### config.mk
export PLATFORM = sky130hd
export DESIGN_NAME = rdseed_buffer
export DESIGN_NICKNAME = d
export VERILOG_FILES = /design/src/rtl/rdseed_buffer.sv
export SDC_FILE = /design/constraint.sdc
export NUM_CORES = 2
export LEC_CHECK = 0
export ABC_AREA = 1
export BUFFER_PORTS_ARGS = -buffer_cell sky130_fd_sc_hd__buf_2
export CAP_MARGIN = 25
export CORE_MARGIN = 2
export CORE_UTILIZATION = 61
export DETAILED_ROUTE_END_ITERATION = 7
export PLACE_DENSITY = 0.77
export SYNTH_ARGS = -nofsm -noshare
export SYNTH_HDL_FRONTEND = slang
export SYNTH_SLANG_ARGS = --single-unit
### constraint.sdc
create_clock -name clk -period 52.2 [get_ports clk]
set_clock_uncertainty 0.2 [all_clocks]
set_input_delay 7.83 -clock clk [delete_from_list [all_inputs] [get_ports clk]]
set_output_delay 7.83 -clock clk [all_outputs]
set_load 0.005 [all_outputs]
### src/rtl/rdseed_buffer.sv
// Seed store between the conditioner and the host RDSEED port: buffers whole
// seeds and hands them out one word per request, zeroizing each word as it leaves.
module rdseed_buffer #(
  parameter int SEED_WIDTH = 256,
  parameter int WORD_WIDTH = 64,
  parameter int DEPTH      = 4
) (
  input  logic                       clk,
  input  logic                       rst,
  input  logic                       seed_valid_i,
  output logic                       seed_ready_o,
  input  logic [SEED_WIDTH-1:0]      seed_i,
  input  logic                       req_i,
  input  logic                       flush_i,
  output logic                       rsp_valid_o,
  output logic                       rsp_ok_o,
  output logic [WORD_WIDTH-1:0]      rsp_data_o,
  output logic [$clog2(DEPTH):0]     level_o
);

  localparam int SLICES  = SEED_WIDTH / WORD_WIDTH;
  localparam int SLICE_W = (SLICES > 1) ? $clog2(SLICES) : 1;
  localparam int PTR_W   = $clog2(DEPTH);
  localparam int CNT_W   = $clog2(DEPTH) + 1;

  logic [PTR_W-1:0]      wr_ptr_reg;
  logic [PTR_W-1:0]      rd_ptr_reg;
  logic [CNT_W-1:0]      count_reg;
  logic [SLICE_W-1:0]    slice_reg;
  logic                  rsp_valid_reg;
  logic                  rsp_ok_reg;
  logic [WORD_WIDTH-1:0] rsp_data_reg;

  logic [WORD_WIDTH-1:0] word_arr [DEPTH][SLICES];
  logic [WORD_WIDTH-1:0] head_word;
  logic                  push;
  logic                  pop;
  logic                  pop_last;

  // Flush blocks acceptance so a seed offered during a flush is never lost silently.
  assign seed_ready_o = (count_reg < CNT_W'(DEPTH)) && !flush_i;
  assign push         = seed_valid_i && seed_ready_o;
  assign pop          = req_i && !flush_i && (count_reg != '0);
  assign pop_last     = pop && (slice_reg == SLICE_W'(SLICES - 1));
  assign head_word    = word_arr[rd_ptr_reg][slice_reg];

  // Storage is word-granular so each served word can be wiped on its own;
  // async reset clears it too, hence plain registers rather than block RAM.
  generate
    for (genvar gi = 0; gi < DEPTH; gi++) begin : g_entry
      for (genvar gj = 0; gj < SLICES; gj++) begin : g_slice
        logic [WORD_WIDTH-1:0] word_reg;

        always_ff @(posedge clk or posedge rst) begin
          if (rst) begin
            word_reg <= '0;
          end else if (flush_i) begin
            word_reg <= '0;
          end else if (push && (wr_ptr_reg == PTR_W'(gi))) begin
            word_reg <= seed_i[gj*WORD_WIDTH +: WORD_WIDTH];
          end else if (pop && (rd_ptr_reg == PTR_W'(gi)) && (slice_reg == SLICE_W'(gj))) begin
            word_reg <= '0;
          end
        end

        assign word_arr[gi][gj] = word_reg;
      end
    end
  endgenerate

  always_ff @(posedge clk or posedge rst) begin
    if (rst) begin
      wr_ptr_reg    <= '0;
      rd_ptr_reg    <= '0;
      count_reg     <= '0;
      slice_reg     <= '0;
      rsp_valid_reg <= 1'b0;
      rsp_ok_reg    <= 1'b0;
      rsp_data_reg  <= '0;
    end else begin
      rsp_valid_reg <= req_i;
      rsp_ok_reg    <= pop;
      rsp_data_reg  <= pop ? head_word : '0;

      if (flush_i) begin
        wr_ptr_reg <= '0;
        rd_ptr_reg <= '0;
        count_reg  <= '0;
        slice_reg  <= '0;
      end else begin
        if (push) begin
          wr_ptr_reg <= wr_ptr_reg + PTR_W'(1);
        end
        if (pop) begin
          if (pop_last) begin
            slice_reg  <= '0;
            rd_ptr_reg <= rd_ptr_reg + PTR_W'(1);
          end else begin
            slice_reg <= slice_reg + SLICE_W'(1);
          end
        end
        case ({push, pop_last})
          2'b10:   count_reg <= count_reg + CNT_W'(1);
          2'b01:   count_reg <= count_reg - CNT_W'(1);
          default: count_reg <= count_reg;
        endcase
      end
    end
  end

  assign rsp_valid_o = rsp_valid_reg;
  assign rsp_ok_o    = rsp_ok_reg;
  assign rsp_data_o  = rsp_data_reg;
  assign level_o     = count_reg;

endmodule

=== Yosys cells after proc, flatten, opt, wreduce, memory -nomap -nowiden ===
Index checks and enable logic that the tools add are counted.
Widths: inputs -> output; s select.

* Flip-flop bits (word level): 1099
* Logic and storage cells: 164

* Add/subtract/negate cells: 5
* $lt $le $gt $ge: 3
* Equality and inequality tests: 11
* Multiplexer cells: 65
* Bitwise operators: 2
* Reductions and logical operators: 55

{| class="wikitable"
|+ Operator list
! operator !! number
|-
| $mux 64 || 51
|-
| $bmux 256 s2 || 1
|-
| $mux 256 || 2
|-
| $bmux 64 s2 || 1
|-
| $reduce_bool 3->1 || 18
|-
| $logic_and 1x1->1 || 29
|-
| $mux 2 || 8
|-
| $eq 2x2->1 const B || 7
|-
| $eq 2x1->1 const B || 4
|-
| $add 2x1->2 const B || 3
|-
| $ge 3x3->1 const B || 2
|-
| $logic_not 2->1 || 3
|-
| $not 2->3 || 2
|-
| $pmux 3 s2 || 1
|-
| $reduce_bool 2->1 || 3
|-
| $add 3x1->3 const B || 1
|-
| $lt 3x3->1 const B || 1
|-
| $mux 3 || 1
|-
| $sub 3x1->3 const B || 1
|-
| $reduce_and 2->1 || 1
|-
| $logic_not 1->1 || 1
|}

=== Longest topological paths before layout ===
* Word-level depth: 8
* Depth in mapped cells: 12
* Gate-level depth less buffers: 11

=== Worst setup path after synthesis ===
No wires, ideal clock.

* Path kind: input to output
* From: input port flush_i
* To: output port seed_ready_o
* Arrival time: 8.118 ns
* Data required time: 44.170 ns
* Path slack: 36.052 ns
* Stages on the path: 2
* Path through: buf_6 nor2_8

* Longest elaborated chain between the ends: 2

{| class="wikitable"
|+ Ends and longest elaborated chain
! what !! line !! text
|-
| from (decl) || 14 || <nowiki>input logic flush_i,</nowiki>
|-
| $logic_not 1->1 || 41 || <nowiki>assign seed_ready_o = (count_reg < CNT_W'(DEPTH)) && !flush_i;</nowiki>
|-
| $logic_and 1x1->1 || 41 ||
|-
| to (decl) || 11 || <nowiki>output logic seed_ready_o,</nowiki>
|}

Every way passes these cells.

=== Final worst setup path ===
Same ends and word-level chain as after synthesis.

==> results.toml <==
[clocking]
cts_buffer_depth = 3
h-tree-depth = 3
cts-resized-gates = 0
clock_latency_ps = 680
cts.sinks = 1099
clk_pin_slew_ps = 60
cts_setup_buffers = 0
cts_made_buffers = 113
hold_buffers = 0
cts-root-buf = "clkbuf_16"
cts_tree = "done"

[routing]
dr.pass1.iters = 8
drt_iter0_drc = 5256
routed_wl_um = 157000
drc = 0
antenna_left = 0
vias = 43900
avgRoutedWirePerCell_um = 21.8
vias_per_cell = 6.07

[setup_path]
crit-reg2reg-launch = "rd_ptr_reg[0]"
arrival_ps = 8390
cp_max_fo = 8
crit_path_end_kind = "primary output"
r2r_cells = 8
start_kind = "primary input"
cp-endpoint = "seed_ready_o"
cp-startpoint = "flush_i"
path_class = "primary input to primary output"
r2r_slack_ps = 47930
critPathRequiredTime_ps = 44170
rr_endpoint = "rsp_data_o[39]"

[sta]
fin_tns_setup_ps = 0
max_clock_freq_mhz = 60.9
tightest_slew_ps = 1220
worst_slack_ps = 35780
slew_headroom = 0.188
rsz0062_at_grt = "no"
setup_viol = 0
maxSlewViolCount = 0
fin_crit_sh = 0.315
post-route-min-period_ps = 16420
hold_viol_final = 0

[floorplanning]
fp.dieW_um = 295
dieArea_um2 = 86800
die_y_um = 295
rows = 106
io-pin-count = 331
initial_core_util = 0.616
core_area_um2 = 83700

[grt]
overflow = 0
grt_pass1_wl_um = 245000
grt_max_degree = 201
grtUsageTotal = 0.361
antenna_found_initial = 2
grt_pass1_vias = 44000

[synthesis]
synth-seq-area-share = 0.534
yosysTopAreaCellShare = 0.534
yosys_warnings = 0
syn_inst = 5936
synth_top_area_cell = "dfrtp_1"
netlist_area_um2 = 51500
syn_avg_cell_area_um2 = 8.68
ys_types = 28
synth_nets = 6210
synth_area_leaders = "dfrtp_1 (53%), o22ai_1 (12%), inv_1 (9.5%), nand3_1 (8.7%), nand2_1 (7.7%)"
synth_seq_cells = 1099

[placed_design]
routabilityCongestion = 0.813
hpwlAfterDp_um = 82700
place_worst_setup_slack_ps = 35770
portBuffers = 330
dp_cells = 7025

[cells_and_area]
fin_cells = 7237
drive_above_1_share = 0.114
syn_to_final_growth_pct = 9.59
antenna_cells = 0
fin_nets = 6286
postLayoutCoreUtil = 0.675
fillers = 6583
largest_reg_flops = 1024

[worst_hold_path]
hold_path.class = "register to register"

[power_and_ir_drop]
ir_drop_v = 0.0000287
p_per_area_nw_per_um2 = 36.9
p_leak_nw = 28.4

[outcome]
status = "completed"

[run]
max_cap_viol_count = 0
[worst max-delay path, cell delays in order]
cell	delay, ps
buf_2	330
nor2_8	90
buf_2	140
[cell families (layout without fill, tap and decap cells)]
logic type	after synthesis	count (layout)	share of synthesized area
compound gates	1095	1095	0.140
xor+xnor	1	1	0.000170
fa+ha+maj	13	13	0.00330
buf+inv	1736	1903	0.150
flops	1099	1099	0.534
simple gates	1992	1992	0.172
[per-layer routing]
layer  track usage  routed length (um)  vias to the layer above
li1              -                   -                    19500
met4         0.165                6640                        4
met2         0.564               72600                     2685
met3        0.0650               16900                      416
met1         0.496               61300                    21300
met5             0                  29                        -
[cells in the mapped netlist (all sizes together)]
cell / instances
nand2: 1073
ha: 12
clkinv: 2
o22ai: 1024
nand4: 2
inv: 1305
o21ai: 6
a21oi: 64
buf: 308
nor2: 17
fa: 1
xnor2: 1
clkbuf: 121
dfrtp: 1099
nand3: 900
a22o: 1
[power by group]
group	switching (mW)	total, mW	internal [mW]
clock network	0.345	0.844	0.499
registers	0.0180	0.913	0.894
logic	0.228	0.325	0.0972
[stage by stage]
step                hold slack [ps]  area, um^2  power (mW)
floorplan                       284       51500        1.15
CTS                             315       56300        2.07
finish                          315       56500        2.08
global placement                295       52300        1.23
detailed placement              299       52400        1.24
global route                    328       56500        2.15
[worst min path at each step]
stage,startpoint,to,slack [ps],cells after the start
final,g_entry[0].g_slice[3].word_reg[38],g_entry[0].g_slice[3].word_reg[38],320,2
after global routing,g_entry[0].g_slice[3].word_reg[36],g_entry[0].g_slice[3].word_reg[36],330,2
after CTS,g_entry[0].g_slice[3].word_reg[32],g_entry[0].g_slice[3].word_reg[32],320,2
after detailed placement,g_entry[0].g_slice[3].word_reg[38],g_entry[0].g_slice[3].word_reg[38],300,2
after global placement,g_entry[2].g_slice[1].word_reg[49],g_entry[2].g_slice[1].word_reg[49],290,2
after floorplan,g_entry[0].g_slice[0].word_reg[49],g_entry[0].g_slice[0].word_reg[49],280,2
[cell type report]
| class | count | area (um^2) | area share |
|---|---|---|---|
| clock inverter | 46 | 567 | 0.0100 |
| clock buffer | 160 | 3310 | 0.0586 |
| inverter | 1307 | 4960 | 0.0879 |
| timing repair buffer | 390 | 2400 | 0.0425 |
| tap | 1134 | 1420 | 0.0251 |
| sequential | 1099 | 27500 | 0.487 |
| multi-input combinational | 3101 | 16300 | 0.289 |
[placed cells by master, fill, tap and decap left out]
| cell | Yosys | layout |
|---|---|---|
| inv_1 | 1298 | 1296 |
| dfrtp_1 | 1099 | 1095 |
| nand2_1 | 1055 | 1055 |
| o22ai_1 | 950 | 950 |
| nand3_1 | 900 | 900 |
| buf_2 | 129 | 330 |
| clkbuf_16 | 0 | 116 |
| o22ai_2 | 74 | 74 |
| a21oi_1 | 64 | 64 |
| buf_4 | 5 | 43 |
| clkinv_2 | 0 | 25 |
| clkbuf_8 | 0 | 24 |
| clkbuf_1 | 121 | 20 |
| nand2_4 | 17 | 17 |
| ha_1 | 12 | 12 |
| bufinv_16 | 0 | 12 |
| buf_16 | 0 | 11 |
| nor2_4 | 10 | 10 |
| inv_8 | 0 | 7 |
| clkinvlp_4 | 0 | 7 |
| buf_12 | 0 | 6 |
| o21ai_0 | 5 | 5 |
| dfrtp_4 | 0 | 4 |
| nor2_8 | 3 | 3 |
| nor2_1 | 3 | 3 |
| inv_6 | 0 | 3 |
| inv_2 | 7 | 2 |
| nand4_1 | 2 | 2 |
| nand2_8 | 1 | 1 |
| nor2_2 | 1 | 1 |
| o21ai_2 | 1 | 1 |
| xnor2_1 | 1 | 1 |
| a22o_1 | 1 | 1 |
| fa_1 | 1 | 1 |
| clkinv_8 | 0 | 1 |
No activity file was read; power rests on OpenSTA's default activity.
